--- config.mk ---
export PLATFORM = sky130hd
export DESIGN_NAME = sdram_rd_cache
export DESIGN_NICKNAME = d
export VERILOG_FILES = /design/src/rtl/sdram_rd_cache.sv
export SDC_FILE = /design/constraint.sdc
export NUM_CORES = 2
export LEC_CHECK = 0
export ABC_CLOCK_PERIOD_IN_PS = 5600
export BUFFER_PORTS_ARGS = -buffer_cell sky130_fd_sc_hd__buf_2
export CORE_ASPECT_RATIO = 1.4
export CORE_MARGIN = 2
export CORE_UTILIZATION = 45
export CTS_CLUSTER_DIAMETER = 40
export CTS_CLUSTER_SIZE = 12
export DETAILED_ROUTE_END_ITERATION = 8
export PLACE_DENSITY = 0.67
export SYNTH_ARGS = -nofsm -noshare
export SYNTH_HDL_FRONTEND = slang
export SYNTH_SLANG_ARGS = --single-unit
--- constraint.sdc ---
create_clock -name clk -period 5.6 [get_ports clk]
set_input_delay 0.28 -clock clk [delete_from_list [all_inputs] [get_ports clk]]
set_output_delay 0.28 -clock clk [all_outputs]
set_load 0.02 [all_outputs]
--- src/rtl/sdram_rd_cache.sv ---
// sdram_rd_cache
//   Direct-mapped, one-word-per-line read cache in front of a toggle-handshake
//   SDRAM controller. Reads that hit are answered from the line store one
//   cycle after the request. Reads that miss fetch one word from memory and
//   refill the line. Writes are write-through and no-allocate: a write that
//   hits merges its enabled byte lanes into the line, and a write that misses
//   leaves the cache unchanged.
//
//   Parameters
//     LINES        number of lines; power of two, 16..256
//
//   Ports
//     clk, reset   system clock; synchronous active-high reset
//     cpu_req      single-cycle request strobe (samples addr/din/wrl/wrh)
//     cpu_addr     word address [24:1]
//     cpu_din      write data
//     cpu_wrl/wrh  byte-lane write enables; either high means a write
//     cpu_dout     read data
//     cpu_rdy      one-cycle completion pulse
//     busy         high while the cache cannot accept cpu_req
//     flush        single-cycle strobe; invalidates every line
//     mem_*        toggle-handshake port to the SDRAM controller; a new
//                  transaction starts when mem_req toggles, and it ends when
//                  mem_ack equals mem_req again
//
//   Optional feature
//     SDRAM_CACHE_STATS_EN  when defined, adds the hit_cnt/miss_cnt read
//                           statistics outputs. They saturate, and they clear
//                           on reset or on a flush strobe.
module sdram_rd_cache #(
  parameter int LINES = 64
) (
  input  logic        clk,
  input  logic        reset,
  input  logic        cpu_req,
  input  logic [23:0] cpu_addr,
  input  logic [15:0] cpu_din,
  input  logic        cpu_wrl,
  input  logic        cpu_wrh,
  output logic [15:0] cpu_dout,
  output logic        cpu_rdy,
  output logic        busy,
  input  logic        flush,
  output logic [23:0] mem_addr,
  output logic [15:0] mem_din,
  output logic        mem_wrl,
  output logic        mem_wrh,
  output logic        mem_req,
  input  logic        mem_ack,
  input  logic [15:0] mem_dout
`ifdef SDRAM_CACHE_STATS_EN
  ,
  output logic [15:0] hit_cnt,
  output logic [15:0] miss_cnt
`endif
);

  localparam int IW = $clog2(LINES);
  localparam int TW = 24 - IW;

  typedef enum logic [2:0] {S_IDLE, S_MISS, S_WRITE, S_FLUSH, S_DRAIN} state_t;

  state_t          state;
  logic [IW-1:0]   flush_idx;
  logic            flush_pend;
  logic            rdy_q;
  logic [15:0]     dout_q;

  logic [LINES-1:0] valid;
  logic [TW-1:0]    tag_mem  [LINES];
  logic [15:0]      data_mem [LINES];

  logic [IW-1:0] cpu_idx, mem_idx, line_idx;
  logic [TW-1:0] cpu_tag, mem_tag, line_tag;
  logic [15:0]   line_data, hit_data;
  logic          is_wr, hit, accept, ack_match, done, fill, line_we;

  assign cpu_idx   = cpu_addr[IW-1:0];
  assign cpu_tag   = cpu_addr[23:IW];
  // mem_addr holds the outstanding transaction's address, so a refill
  // uses it for the line index and tag.
  assign mem_idx   = mem_addr[IW-1:0];
  assign mem_tag   = mem_addr[23:IW];
  assign is_wr     = cpu_wrl | cpu_wrh;
  assign hit_data  = data_mem[cpu_idx];
  assign hit       = valid[cpu_idx] && (tag_mem[cpu_idx] == cpu_tag);
  assign ack_match = (mem_ack == mem_req);
  // A pending flush blocks new requests, even while the state is still IDLE.
  assign accept    = !reset && (state == S_IDLE) && !flush_pend && cpu_req;
  assign done      = !reset && ((state == S_MISS) || (state == S_WRITE)) && ack_match;
  assign fill      = !reset && (state == S_MISS) && ack_match;

  // Memory completions are reported in the cycle the ack lands. A hit
  // completes through rdy_q/dout_q one cycle after the request.
  assign cpu_rdy  = !reset && (rdy_q || done);
  assign cpu_dout = reset ? 16'h0000 : (fill ? mem_dout : dout_q);
  // Keep busy high across a queued flush, so a master that watches busy
  // never issues a request that would be dropped.
  assign busy     = (state != S_IDLE) || flush_pend;

  // Line store write port. A refill writes the word returned by memory. A
  // write hit merges only the byte lanes that the write enables.
  always_comb begin
    line_we   = 1'b0;
    line_idx  = cpu_idx;
    line_tag  = cpu_tag;
    line_data = mem_dout;
    if (fill) begin
      line_we   = 1'b1;
      line_idx  = mem_idx;
      line_tag  = mem_tag;
      line_data = mem_dout;
    end else if (accept && is_wr && hit) begin
      line_we   = 1'b1;
      line_data = {cpu_wrh ? cpu_din[15:8] : hit_data[15:8],
                   cpu_wrl ? cpu_din[7:0]  : hit_data[7:0]};
    end
  end

  always_ff @(posedge clk) begin
    if (line_we) begin
      tag_mem[line_idx]  <= line_tag;
      data_mem[line_idx] <= line_data;
    end
  end

  // Control FSM. mem_req is deliberately absent from the reset branch: the
  // controller keeps its own toggle parity across our reset. The valid bits
  // are cleared by the flush sweep that always follows reset.
  always_ff @(posedge clk) begin
    if (reset) begin
      state      <= ack_match ? S_FLUSH : S_DRAIN;
      flush_idx  <= '0;
      flush_pend <= 1'b0;
      rdy_q      <= 1'b0;
      dout_q     <= 16'h0000;
      mem_addr   <= 24'h000000;
      mem_din    <= 16'h0000;
      mem_wrl    <= 1'b0;
      mem_wrh    <= 1'b0;
    end else begin
      rdy_q <= 1'b0;
      if (flush) flush_pend <= 1'b1;
      case (state)
        S_IDLE: begin
          if (flush_pend) begin
            state     <= S_FLUSH;
            flush_idx <= '0;
            if (!flush) flush_pend <= 1'b0;
          end else if (cpu_req) begin
            if (is_wr) begin
              mem_addr <= cpu_addr;
              mem_din  <= cpu_din;
              mem_wrl  <= cpu_wrl;
              mem_wrh  <= cpu_wrh;
              mem_req  <= ~mem_req;
              state    <= S_WRITE;
            end else if (hit) begin
              dout_q <= hit_data;
              rdy_q  <= 1'b1;
            end else begin
              mem_addr <= cpu_addr;
              mem_wrl  <= 1'b0;
              mem_wrh  <= 1'b0;
              mem_req  <= ~mem_req;
              state    <= S_MISS;
            end
          end
        end
        S_MISS, S_WRITE: begin
          if (ack_match) begin
            if (state == S_MISS) begin
              dout_q         <= mem_dout;
              valid[mem_idx] <= 1'b1;
            end
            // A flush queued during the transaction starts right away, so
            // busy never drops between the completion and the sweep.
            if (flush_pend || flush) begin
              state      <= S_FLUSH;
              flush_idx  <= '0;
              flush_pend <= 1'b0;
            end else begin
              state <= S_IDLE;
            end
          end
        end
        S_FLUSH: begin
          valid[flush_idx] <= 1'b0;
          flush_idx        <= flush_idx + 1'b1;
          if (&flush_idx) state <= S_IDLE;
        end
        S_DRAIN: begin
          // This transaction was orphaned by reset. Its data is discarded
          // and no cpu_rdy is raised for it.
          if (ack_match) begin
            state     <= S_FLUSH;
            flush_idx <= '0;
          end
        end
        default: state <= S_IDLE;
      endcase
    end
  end

`ifdef SDRAM_CACHE_STATS_EN
  always_ff @(posedge clk) begin
    if (reset || flush) begin
      hit_cnt  <= 16'h0000;
      miss_cnt <= 16'h0000;
    end else if (accept && !is_wr) begin
      if (hit) begin
        if (hit_cnt != 16'hFFFF) hit_cnt <= hit_cnt + 16'h0001;
      end else begin
        if (miss_cnt != 16'hFFFF) miss_cnt <= miss_cnt + 16'h0001;
      end
    end
  end
`endif

endmodule

### Word level (Yosys, flattened, before mapping)

Memory sizes are Yosys's and may differ from the RTL's.
Cells that the tools add are included.

* flip-flop bits (word level): 134
* RAM bits: 2176
* input port bits: 63
* output and inout port bits: 61
* logic and storage cells: 141
* memories: 2

Memory list
* tag_mem: depth 64, width 18, read ports 1, clocked after Yosys merged registers in 0, wr ports 1, RTL line 70 `logic [TW-1:0] tag_mem [LINES];`
* data_mem: depth 64, width 16, read ports 1, clocked after Yosys merged registers in 0, wr ports 1, RTL line 71 `logic [15:0] data_mem [LINES];`

* add/subtract/negate cells: 1
* $lt $le $gt $ge: 5
* eq/ne operators: 21
* mux-type cells: 58
* bitwise operators: 9
* reductions and logical operators: 34

Operators by type and width (number)
* two-way mux 16 bit: 10
* two-way mux 64 bit: 2
* one-hot mux 64 bit (2 select lines): 1
* bitwise AND 64 bit: 1
* inverter 64 bit: 1
* bitwise OR 64 bit: 1
* two-way mux 24 bit: 2
* one-hot mux 16 bit (2 select lines): 1
* two-way mux 6 bit: 5
* two-way mux 3 bit: 9
* one-hot mux 6 bit (4 select lines): 1
* less-than comparator 6 x 7 -> 1 bit (second input constant): 3
* inequality test 2 bit (second input constant): 10
* == test 18 bit: 1
* two-way mux 1 bit: 18
* two-way mux 18 bit: 1
* two-way mux 8 bit: 2
* AND reduction 5 bit: 3
* logical AND 1 bit: 13
* demux 1 bit (select 6 bit): 2
* >= comparator 6 x 1 -> 1 bit (second input constant): 2
* one-hot mux 3 bit (4 select lines): 1
* AND reduction 4 bit: 3
* inequality test 3 bit (second input constant): 3
* other kinds (22): 32

### Depth between registers and ports, before layout

* word-level depth: 10
* gate-level depth with buffers: 19
* depth with buffers taken out: 10

### Least setup slack after synthesis

OpenSTA, ideal clock, no wires.

* path type: input to register
* start point: input cpu_addr[1]
* end point: memory data_mem[16][0], enable pin
* setup time: 0.425 ns
* arrival time: 4.822 ns
* required time: 5.175 ns
* slack: 0.352 ns
* stages: 14
* path buffers: 4
* cells stage by stage: buf_4 -> buf_6 -> buf_6 -> clkbuf_1 -> mux2i_1 -> a22oi_1 -> a21oi_1 -> o41ai_1 -> o21ai_0 -> xnor2_1 -> or4_4 -> nor4_4 -> a31oi_1 -> nor2_1

* word-level cells in the longest chain between the ends: 8
* elaborated cells on any way between the ends: 11
* classes of those cells: eq/ne (1); mux (7); reduce/logical (2); memory (1)

RTL lines
* from (decl): RTL line 36 `input logic [23:0] cpu_addr,`
* memory (64 x 18 bit) / binary-select mux 1 bit (select 6 bit) (equally long branches)
* == test 18 bit / two-way mux 1 bit (equally long branches): RTL line 86 `assign hit = valid[cpu_idx] && (tag_mem[cpu_idx] == cpu_tag);`
* logical AND 1 bit: RTL line 86
* logical AND 1 bit: RTL line 113 `end else if (accept && is_wr && hit) begin`
* two-way mux 1 bit: RTL line 113
* two-way mux 1 bit: RTL line 108 `if (fill) begin`
* two-way mux 1 bit: RTL line 121 `if (line_we) begin`
* two-way mux 1 bit (not written as such): RTL line 123 `data_mem[line_idx] <= line_data;`
* to (decl): RTL line 71

Parallel ways exist; a longest one is shown, timed or not. The select of a mux whose other input is x is not followed.

### Worst setup path after layout

* start point: input cpu_addr[3]
* end point: register dout_q[12]

* word-level cells in the longest chain between the ends: 6
* elaborated cells on any way between the ends: 13
* classes of those cells: eq/ne (2); mux (7); reduce/logical (2); memory (2)

RTL lines
* parallel branches: the longest is 6 deep, another holds memory (64 x 18 bit)
* to (signal assigned): RTL line 159 `dout_q <= hit_data;`
* to (signal assigned): RTL line 173 `dout_q <= mem_dout;`
* to (decl): RTL line 67 `logic [15:0] dout_q;`

Parallel ways; which one is timed is not known. The select of a mux whose other input is x is not followed.
A chain may end at the register's enable or synchronous reset.

==> summary.md <==
| Metric | Value |
|---|---|
| Die height | `around 540 um` |
| Top_reg_cell synth | `edfxtp_1` |
| CP peak stage delay | `0.85 ns` |
| Critical Path Stages | `16` |
| Share of layout cells above drive strength 1 | `28.19%` |
| Setup tns final | `0 ns` |
| Static Leak | `~35 nW` |
| Gr ovfl total | `0` |
| Synthesized Nets | `4711` |
| Post-route DRC | `0` |
| # port buffers | `around 120` |
| Antenna Nets Post-Route | `0` |
| Clk sinks | `2310` |
| XOR/XNOR share of the synthesized area | `less than 1%` |
| Post-synthesis cell count | `around 4.6k` |
| Max FO, Critical Path | `20` |
| Clock Latency Late Sink | `0.94 ns` |
| Post-Synth Adder-Cell Area | `0.02452%` |
| Worst-Margin Slew | `between 1 and 1.5 ns` |
| Number of global-route vias before repair | `between 50k and 60k` |
| Total CTS buffers | `about 280` |
| Final Skew | `0.07118 ns` |
| Final Hold Viols | `0` |
| Status | `finished, final reports clean` |
| Kind of cell adding the most delay to the critical path | `simple AND/OR/NAND/NOR gates` |
| Core ar. | `203300 um2` |
| Via Count | `a little over 50k` |
| Part of the Yosys area used for sequential elements | `roughly 75%` |
| Reg2reg path depth | `12` |
| Placement Cell Area | `99870 um2` |
| Critical path launch point type | `input pin` |
| Post-Route WL | `approximately 280000 um` |
| Via density | `6.321` |
| Final Non-Filler Cells | `8025` |
| Final period util | `88.79%` |
| Total track usage | `26.47%` |
| CP arrival | `just under 6 ns` |
| Starting Density | `45.18%` |
| Peak supply drop | `0.2326 mV` |
| Largest family of logic cells by synthesized area | `multiplexers` |
| RSZ-0062 raised after global routing | `false` |
| FP Rows | `approximately 200` |
| Period minus WS final | `slightly below 5 ns` |
| Post-synth EDFFs | `2244` |
| # setup viols final | `0` |
| CP most frequent cell | `buf_4` |
| Cells after DPL | `7544` |
| Hold depth | `3` |
| Flip-flop and latch count after synthesis | `2310` |
| Synth Area in Compound Gates | `approximately 3.5%` |
| Synth cell types | `80` |
| Final HPWL DP | `171700 um` |
| Clk slew on worst S/H paths | `about 0.060 ns` |
| Crit path kind | `input pin to flip-flop` |
| Synth warn | `0` |
| 1st-pass router iterations | `6` |
| Largest net degree at the start of global routing | `~110` |
| First-iteration detailed-routing DRC count | `7233` |
| # IOs | `124` |
| Fraction of synthesized area in multiplexers | `16.31%` |
| Worst path cell trace | `dlygate4sd3_1 > buf_6 > nor2b_2 > buf_4 > a22oi_1 > nand3_1 > nand4_1 > o21ai_0 > buf_4 > xnor2_1 > or4_4 > or4_4 > buf_4 > mux2i_1 > o211ai_1 > dlygate4sd3_1` |
| First-pass GRT wire length | `385000 um` |
| Number of H-tree levels | `5` |
| Power, Total | `0.03953 W` |
| Antenna violations before repair | `3` |
| Slew Viols, Final | `0` |
| Hold Path Class | `input pin to flip-flop` |
| P per Cell Area | `363.0 nW/um2` |
| Fin util | `53.57%` |
| Max transition margin | `16.07%` |
| CTS tree | `built` |
| Critical path buffer and inverter count | `6` |
| Fin nets | `~5.3k` |
| Critical path's slowest cell | `nor2b_2` |
| Post-route cell area | `108900 um2` |
| Cell Area, Synth | `91860 um2` |
| Avg WL per Cell | `34.38 um` |
| Area grow syn2layout | `18.57%` |
| Routability cong. | `0.9275` |
| Avg Synthesized Cell Area | `19.77 um2` |
| Die width | `around 390 um` |
| Post-Synth Simple-Gate Area | `3.618%` |
| CP endpoint kind | `flip-flop` |
| Fmax achieved | `between 0.2 and 0.25 GHz` |
| Post-synthesis async set-or-reset flop share | `0%` |
| Clk root buf | `clkbuf_16` |
| Max cap viols | `0` |
| Required time of the critical path | `6.42 ns` |
| Die area | `207800 um2` |
| Clock Path Buffers | `4` |
## placed cells by master, fill, tap and decap left out, types with 14 or more instances in the layout
| master | instances |
|---|---|
| edfxtp_1 | 2244 |
| mux4_2 | 505 |
| mux2i_1 | 319 |
| clkbuf_16 | 288 |
| nand2_1 | 241 |
| a21oi_1 | 214 |
| buf_4 | 190 |
| buf_12 | 172 |
| buf_2 | 117 |
| a22oi_1 | 110 |
| nor2_1 | 90 |
| nand2b_1 | 68 |
| dlygate4sd3_1 | 68 |
| nor2_4 | 66 |
| dfxtp_1 | 66 |
| nand3_1 | 50 |
| nor3_1 | 40 |
| mux2_2 | 37 |
| clkbuf_1 | 34 |
| o22ai_1 | 31 |
| o21ai_0 | 29 |
| nor3b_1 | 20 |
| inv_6 | 18 |
| nor2b_1 | 18 |
| o211ai_1 | 17 |
| clkinv_2 | 17 |
| bufinv_16 | 16 |
| clkinvlp_4 | 14 |
## stage by stage
stage / hold slack, ns / setup WS [ns]
after floorplan: 0.4160 / 0.3523
after global placement: 0.4398 / 0.1526
after detailed placement: 0.4475 / 0.1531
after CTS: 0.02614 / 0.7974
after global routing: 0.08838 / 0.6349
final: 0.1123 / 0.6279
## synthesized netlist by cell type (7+ instances only)
library cell  count  share of area (%)
a211oi_1          7              0.057
a21oi_1         215                1.2
a221oi_1         12               0.11
a22oi_1         110               0.90
a31oi_1          23               0.16
and2_1           10              0.068
and3_1            8              0.054
buf_1            24              0.098
buf_2            68               0.37
buf_4            31               0.25
buf_6            37               0.45
clkbuf_1         97               0.40
dfxtp_1          66                1.4
edfxtp_1       2244                 73
inv_1            10              0.041
mux2_2           37               0.45
mux2i_1         319                3.5
mux4_2          505                 12
nand2_1         247                1.0
nand2b_1         68               0.46
nand3_1          50               0.27
nand3b_1          9              0.074
nand4_1          12              0.082
nor2_1          155               0.63
nor2b_1          21               0.14
nor3_1           41               0.22
nor3b_1          20               0.16
nor4_1           12              0.082
o211ai_1         17               0.14
o21ai_0          31               0.17
o22ai_1          31               0.21
or2_2             7              0.048
xnor2_1           7              0.067
## state kept, by name (all words and copies together) (netlist names)
signal / flops
mem_addr: 24
mem_wrh: 1
flush_pend: 1
data_mem: 1024
rdy_q: 1
mem_din: 16
dout_q: 16
tag_mem: 1152
state: 3
mem_req: 1
flush_idx: 6
mem_wrl: 1
valid: 64
## power by group
| part | total, W | switching, W | internal [W] |
|---|---|---|---|
| Combinational | 0.00323 | 0.00213 | 0.00110 |
| Clock | 0.0169 | 0.00676 | 0.0101 |
| Sequential | 0.0195 | 0.000110 | 0.0193 |
## cells by family after synthesis
family / after synthesis
adder cells (fa/ha/maj): 2
XOR/XNOR: 13
flip-flops: 2310
AND/OR/NAND/NOR: 690
multiplexers: 861
buffers and inverters: 270
AO/OA/AOI/OAI: 501
## worst min-delay path: stages
cell and delay [ns]:
buf_2 0.28, inv_1 0.29, o32ai_1 0.13
## timing repair
item | 4_1_cts | 5_1_grt
resized for setup | 0 | 0
buffers inserted | 0 | 0
endpoints found under the hold margin | 216 | 0
hold buffers | 68 | 0
## routing by layer
layer,part of all wire [%],global-route usage [%],vias to the layer above
met5,0,0,-
met4,6.4,14.62,0
met3,10,5.621,718
met2,49,42.76,3379
met1,35,33.30,26397
li1,-,-,20235
## area by class of cell
class                           instances  area (um2)
Tap cell                             2673        3344
Sequential cell                      2310       68710
Fill cell                           15270       94390
Clock buffer                          328        7400
Antenna cell                            2       5.005
Timing Repair Buffer                  551        6192
Multi-Input combinational cell       2067       22260
Clock inverter                         83       958.4
Inverter                               11       46.29
## final timing paths
kind            endpoint  slack, ns           start
max           dout_q[12]       0.63     cpu_addr[3]
min              mem_wrh       0.11         cpu_wrh
max reg2reg   dout_q[12]       0.87  tag_mem[26][4]
min reg2reg  mem_din[11]       0.46     mem_din[11]
No activity file was read; power rests on OpenSTA's default activity.
